<file path="config.mk">
export PLATFORM = sky130hd
export DESIGN_NAME = ps2_voice_allocator
export DESIGN_NICKNAME = d
export VERILOG_FILES = /design/src/rtl/ps2_voice_allocator.sv
export SDC_FILE = /design/constraint.sdc
export NUM_CORES = 1
export LEC_CHECK = 0
export ABC_AREA = 0
export CORE_ASPECT_RATIO = 0.5
export CORE_MARGIN = 2
export CORE_UTILIZATION = 54
export DETAILED_ROUTE_END_ITERATION = 10
export GPL_ROUTABILITY_DRIVEN = 0
export PLACE_DENSITY = 0.95
export SLEW_MARGIN = 20
export SYNTH_ARGS = -nofsm -noshare
export SYNTH_HDL_FRONTEND = slang
export SYNTH_SLANG_ARGS = --single-unit
</file>
<file path="constraint.sdc">
create_clock -name clock -period 8.7 [get_ports clock]
set_input_delay 2.175 -clock clock [delete_from_list [all_inputs] [get_ports clock]]
set_output_delay 2.175 -clock clock [all_outputs]
set_load 0.05 [all_outputs]
</file>
<file path="src/rtl/ps2_voice_allocator.sv">
// PS/2 scan-code decoder with polyphony-limited voice allocation for 10 piano keys.
// Define VOICE_STEAL_EN so that a new key steals the oldest voice when every voice is busy.
module ps2_voice_allocator #(
  parameter int NUM_VOICES = 4
) (
  input  logic                    clock,
  input  logic                    reset,
  input  logic [7:0]              ps2_key_data,
  input  logic                    ps2_key_pressed,
  output logic [9:0]              keys_out,
  output logic [NUM_VOICES-1:0]   voice_gate,
  output logic [4*NUM_VOICES-1:0] voice_key,
  output logic [NUM_VOICES-1:0]   voice_start
);

  typedef enum logic [1:0] {
    S_IDLE,
    S_BREAK,
    S_EXT,
    S_EXT_BREAK
  } dec_state_t;

  dec_state_t state, state_next;
  logic make_ev, break_ev;

  logic       key_mapped;
  logic [3:0] key_idx;

  logic                  any_free;
  logic [NUM_VOICES-1:0] free_oh;
  logic [NUM_VOICES-1:0] hit_oh;
  logic [NUM_VOICES-1:0] alloc_oh;
  logic                  do_make, do_break;

  always_ff @(posedge clock) begin
    if (reset) state <= S_IDLE;
    else       state <= state_next;
  end

  always_comb begin
    state_next = state;
    make_ev    = 1'b0;
    break_ev   = 1'b0;
    if (ps2_key_pressed) begin
      case (state)
        S_IDLE: begin
          if (ps2_key_data == 8'hF0)      state_next = S_BREAK;
          else if (ps2_key_data == 8'hE0) state_next = S_EXT;
          else                            make_ev    = 1'b1;
        end
        S_BREAK: begin
          break_ev   = 1'b1;
          state_next = S_IDLE;
        end
        S_EXT: begin
          if (ps2_key_data == 8'hF0) state_next = S_EXT_BREAK;
          else                       state_next = S_IDLE;
        end
        default: state_next = S_IDLE;
      endcase
    end
  end

  always_comb begin
    key_mapped = 1'b1;
    key_idx    = '0;
    case (ps2_key_data)
      8'h1A:   key_idx = 4'd9;
      8'h1B:   key_idx = 4'd8;
      8'h22:   key_idx = 4'd7;
      8'h23:   key_idx = 4'd6;
      8'h21:   key_idx = 4'd5;
      8'h2A:   key_idx = 4'd4;
      8'h34:   key_idx = 4'd3;
      8'h32:   key_idx = 4'd2;
      8'h33:   key_idx = 4'd1;
      8'h31:   key_idx = 4'd0;
      default: key_mapped = 1'b0;
    endcase
  end

  always_comb begin
    free_oh  = '0;
    any_free = 1'b0;
    hit_oh   = '0;
    for (int unsigned v = 0; v < NUM_VOICES; v++) begin
      if (!voice_gate[v] && !any_free) begin
        free_oh[v] = 1'b1;
        any_free   = 1'b1;
      end
      hit_oh[v] = voice_gate[v] && (voice_key[4*v +: 4] == key_idx);
    end
  end

  // Typematic repeats of a held key are filtered out before any allocation.
  assign do_make  = make_ev && key_mapped && !keys_out[key_idx];
  assign do_break = break_ev && key_mapped;

`ifdef VOICE_STEAL_EN
  logic [2:0]            rank [NUM_VOICES];
  logic [NUM_VOICES-1:0] oldest_oh;
  logic [2:0]            alloc_rank;

  always_comb begin
    oldest_oh  = '0;
    alloc_rank = '0;
    for (int unsigned v = 0; v < NUM_VOICES; v++)
      oldest_oh[v] = (rank[v] == 3'(NUM_VOICES - 1));
    alloc_oh = any_free ? free_oh : oldest_oh;
    for (int unsigned v = 0; v < NUM_VOICES; v++)
      if (alloc_oh[v]) alloc_rank = alloc_rank | rank[v];
  end

  // Younger voices age by one; the allocated voice becomes the youngest.
  always_ff @(posedge clock) begin
    if (reset) begin
      for (int unsigned v = 0; v < NUM_VOICES; v++) rank[v] <= 3'(v);
    end else if (do_make) begin
      for (int unsigned v = 0; v < NUM_VOICES; v++) begin
        if (alloc_oh[v])                rank[v] <= '0;
        else if (rank[v] < alloc_rank)  rank[v] <= rank[v] + 3'd1;
      end
    end
  end
`else
  always_comb alloc_oh = free_oh;
`endif

  always_ff @(posedge clock) begin
    if (reset) begin
      keys_out    <= '0;
      voice_gate  <= '0;
      voice_key   <= '0;
      voice_start <= '0;
    end else begin
      voice_start <= '0;
      if (do_make) begin
        keys_out[key_idx] <= 1'b1;
        voice_start       <= alloc_oh;
        voice_gate        <= voice_gate | alloc_oh;
        for (int unsigned v = 0; v < NUM_VOICES; v++)
          if (alloc_oh[v]) voice_key[4*v +: 4] <= key_idx;
      end
      if (do_break) begin
        keys_out[key_idx] <= 1'b0;
        voice_gate        <= voice_gate & ~hit_oh;
      end
    end
  end

endmodule

</file>
# Yosys cells after proc, flatten, opt, wreduce, memory -nomap -nowiden
# Cells that the tools add are included.
dict set report word_totals {
  ff_bits 36
  output_inout_bits 34
}
dict set report classes {
  n_lt_le_gt_ge 2
  n_eq_ne 19
  n_mux 27
  n_bitwise 8
  n_reduce_logical 26
}
# cell n
set op_table {}
lappend op_table {{equality test 8 x 6 -> 1 bit (second input constant)} 8}
lappend op_table {{case mux 4 bit (9 select lines)} 1}
lappend op_table {{2-to-1 mux 10 bit} 3}
lappend op_table {{equality test 4 bit} 4}
lappend op_table {{equality test 8 x 5 -> 1 bit (second input constant)} 2}
lappend op_table {{equality test 8 bit (second input constant)} 2}
lappend op_table {{2-to-1 mux 1 bit} 15}
lappend op_table {{logical AND 1 bit} 11}
lappend op_table {{AND 10 bit} 1}
lappend op_table {{NOT 10 bit} 1}
lappend op_table {{OR 10 bit} 1}
lappend op_table {{AND reduction 2 bit} 5}
lappend op_table {{OR reduction 10 bit} 1}
lappend op_table {{2-to-1 mux 4 bit} 2}
lappend op_table {{zero test 1 bit} 6}
lappend op_table {{2-to-1 mux 2 bit} 3}
lappend op_table {{less-than comparator 4 x 5 -> 1 bit (second input constant)} 1}
lappend op_table {{AND 4 bit} 1}
lappend op_table {{binary-select mux 1 bit (select 4 bit)} 1}
lappend op_table {{demux 1 bit (select 4 bit)} 1}
lappend op_table {{greater-or-equal comparator 4 x 1 -> 1 bit (second input constant)} 1}
lappend op_table {{NOT 4 bit} 1}
lappend op_table {{OR 4 bit} 1}
lappend op_table {{case mux 2 bit (2 select lines)} 1}
lappend op_table {{other kinds (7)} 8}

# Depth between registers and ports, before layout
dict set report logic_depth {
  depth_word 12
  ltp_mapped 11
  mapped_depth_nobuf 7
}

# Worst setup path after synthesis
# Ideal clock, no wire load.
dict set report synth_timing {
  kind {input-to-reg}
  startpoint {input port ps2_key_data[3]}
  endpoint {register voice_key[3]}
  setup_ns 0.073
  t_arrival_ns 4.358
  required_time_ns 8.627
  setup_slack_ns 4.270
  stages 9
  path_buffers 2
  path_cell_list {or4b_1 > buf_2 > or4b_1 > nand3_1 > o21bai_1 > a211oi_4 > and3_1 > clkbuf_2 > mux2i_1}
}
dict set report synth_via {
  elab_chain_cells 8
  elab_cells_between_ends 25
  cone_classes {eq/ne: 12; mux: 8; reduce/logical: 5}
}
# item line_no
set synth_rtl {}
lappend synth_rtl {{start, declared} 8} ;# input logic [7:0] ps2_key_data,
lappend synth_rtl {{branches (longest 8 deep; another with case mux 4 bit (9 select lines))} -}
lappend synth_rtl {{end signal, assigned by index} 142} ;# if (alloc_oh[v]) voice_key[4*v +: 4] <= key_idx;
lappend synth_rtl {{end, declared} 12} ;# output logic [4*NUM_VOICES-1:0] voice_key,
# Several ways; the timed one is not identified. The select of a mux whose other input is x is not followed.
# A chain may end at the register's enable or synchronous reset.

# Final worst setup path
dict set report layout_timing {
  startpoint {input port ps2_key_data[4]}
  endpoint {register voice_key[13]}
}
# Same word-level chain as after synthesis.

==> results.json <==
{
  "status": "complete, no violations",
  "whs_ns": 0.4949,
  "core-area_um2": 3453,
  "most-common-layout-cells": "44 x clkdlybuf4s50_1, 36 x dfxtp_1, 25 x nand2_1, 16 x mux2i_1",
  "cp_slowest_cell": "nor2_1",
  "syn-cell-area_um2": 1959,
  "skew_ns": 0.003528,
  "relSlewSlack": 0.3538,
  "ant_nets": 0,
  "drtPass1Iterations": 4,
  "synth-seq-cells": 36,
  "synth-async-reset-ratio": 0,
  "yosys-top-cells-area": "dfxtp_1 37%, mux2i_1 8.2%, xnor2_1 5.4%",
  "antenna_found_initial": 0,
  "routedWlPerCell_um": 16.39,
  "cts_setup_buffers": 0,
  "ys.flop_type": "dfxtp_1",
  "slowest_delay_ns": 0.77,
  "clkTransAtPathRegs_ns": 0.07,
  "dp_hpwl_um": 3758,
  "path_delay_family": "simple AND/OR/NAND/NOR gates",
  "power-per-cell-area_nw_per_um2": 123.8,
  "grt-ovfl-total": 0,
  "setup_violations": 0,
  "final_layout_size_suffix_gt1_frac": 0.04183,
  "nets": 273,
  "htree_levels": 2,
  "critPathKind": "in -> reg",
  "yosys_warnings": 0,
  "die-area_um2": 4156,
  "path_buf_inv": 1,
  "grt_pass1_vias": 1738,
  "post_cts_resized": 0,
  "die_x_um": 89.19,
  "worstHoldPathType": "reg -> reg",
  "synth_top_cell_area_share": 0.3678,
  "pre_cts_slack_ns": 2.645,
  "grt_start_max_net_pins": 23,
  "yosysTopAreaCell": "dfxtp_1",
  "peakVddDrop_mv": 0.08327,
  "synth_area_per_cell_um2": 8.670,
  "clk_latency_ns": 0.29,
  "cts_made_buffers": 5,
  "worst_slack_ns": 2.867,
  "start_util": 0.5674,
  "post-route-min-period_ns": 5.833,
  "clock_sinks": 36,
  "period_share": 0.6704,
  "grt_pass1_wl_um": 8211,
  "avgViaCountPerCell": 6.102,
  "synth.net_count": 237,
  "synth-edff-count": 0,
  "clkPwrFrac": 0.382,
  "cts_hold_buf": 0,
  "vias": 1916,
  "rows": 15,
  "p_int_mw": 0.2317,
  "p_seq_frac": 0.537,
  "switching_share": 0.2471,
  "startpoint_type": "input port",
  "worst-endpoint-required_ns": 8.91,
  "synth.distinct_cells": 48,
  "layout_commonest_cell": "clkdlybuf4s50_1",
  "path_cells": "clkdlybuf4s50_1 > nor4bb_1 > a31oi_1 > nor2_1 > o211ai_1 > a211oi_4 > nand3_1 > mux2i_1",
  "cp_max_fo": 18,
  "p_switching_mw": 0.07605,
  "crit_path_end_kind": "flop",
  "drt-initial-drc-count": 99,
  "cts-root-buf": "clkbuf_8",
  "max_cap_violations": 0,
  "pin_count": 45,
  "p_leak_nw": 0.9133,
  "diodes": 0,
  "final_hold_viol_count": 0,
  "combPwrFrac": 0.081,
  "ys_seq_area_frac": 0.3678,
  "worstMarginPinSlew_ns": 0.9657,
  "drcViolationCount": 0,
  "fmax_mhz": 171.4,
  "syn_inst": 226,
  "setup_tns_ns": 0,
  "grt_usage": 0.2657,
  "rsz0062_at_grt": "false",
  "drv_slew": 0,
  "wl_um": 5147,
  "ctsLongestPathBuffers": 2,
  "cts_tree": "done",
  "syn_to_final_growth_pct": 26.82,
  "cp_data_arrival_time_ns": 6.04,
  "die-height_um": 46.60,
  "io_buffers": 44
}
## cells in the mapped netlist (3+ instances only)
library cell,number
xnor2_1,12
nand4_1,3
nor2_1,12
and3_1,6
o21ai_0,4
a211oi_1,8
xor2_1,6
nor3_1,5
nand3_1,11
dfxtp_1,36
a21oi_1,6
a41oi_1,3
mux2i_1,16
buf_2,5
inv_1,3
clkbuf_1,9
o211ai_1,3
nand2_1,25
nor4_1,5
a31oi_1,8
nor2b_1,6
## sequential cells by signal (all words and copies together), names as in the netlist
| name | flops |
|---|---|
| keys_out | 10 |
| voice_gate | 4 |
| voice_start | 4 |
| voice_key | 16 |
| state | 2 |
## area by class of cell
cell class	instances	area [um^2]
multi-input cells	171	1156
fillers	252	968.4
flip-flops and latches	36	720.7
repair buffers	45	447.9
clock buffers	7	76.32
well taps	51	63.81
inverters	3	11.26
clock inverters	1	8.758
## power by group through the flow
stage               Combinational [mW]  Sequential (mW)  Clock [mW]
floorplan                       0.0148            0.170           0
global placement                0.0234            0.169           0
detailed placement              0.0244            0.169           0
CTS                             0.0245            0.165       0.120
global route                    0.0271            0.165       0.126
finish                          0.0250            0.165       0.118
## worst paths after layout
check	from	end	slack (ns)	depth (start not counted)
setup reg to reg	keys_out[8]	voice_key[13]	6.47	5
hold / removal	voice_gate[3]	voice_start[3]	0.49	1
hold reg to reg	voice_gate[3]	voice_start[3]	0.49	1
setup / recovery	ps2_key_data[4]	voice_key[13]	2.87	8
## routing by layer
layer / GRT usage / wire length (um) / up-vias
met1: 0.3449 / 2286 / 912
met2: 0.4444 / 2461 / 80
met4: 0.1254 / 108 / 0
met3: 0.03943 / 291 / 14
li1: - / - / 910
met5: 0 / 0 / -
## kinds of logic (layout without fill, tap and decap cells)
| kind of cell | Yosys count | count (layout) | share of synthesized area |
|---|---|---|---|
| simple gates | 89 | 89 | 0.2420 |
| flops | 36 | 36 | 0.3678 |
| compound gates | 47 | 47 | 0.1801 |
| buf+inv | 19 | 56 | 0.04214 |
| mux | 17 | 17 | 0.08748 |
| xor+xnor | 18 | 18 | 0.08046 |
## per-stage QoR
| step | util | total power [mW] | instance area (um^2) | instances |
|---|---|---|---|---|
| finish | 0.7196 | 0.3077 | 2485 | 314 |
| global route | 0.7196 | 0.3179 | 2485 | 314 |
| CTS | 0.7196 | 0.3093 | 2485 | 314 |
| detailed placement | 0.6949 | 0.1934 | 2400 | 306 |
| global placement | 0.6949 | 0.1924 | 2400 | 306 |
| floorplan | - | 0.1846 | 1959 | 226 |
## worst register-to-register path, stage by stage (launching register included)
cell and delay (ns):
dfxtp_1 0.32, and3_1 0.15, a311o_1 0.31, a211oi_4 0.69, nand3_1 0.40, mux2i_1 0.28
No activity file was read; power rests on OpenSTA's default activity.
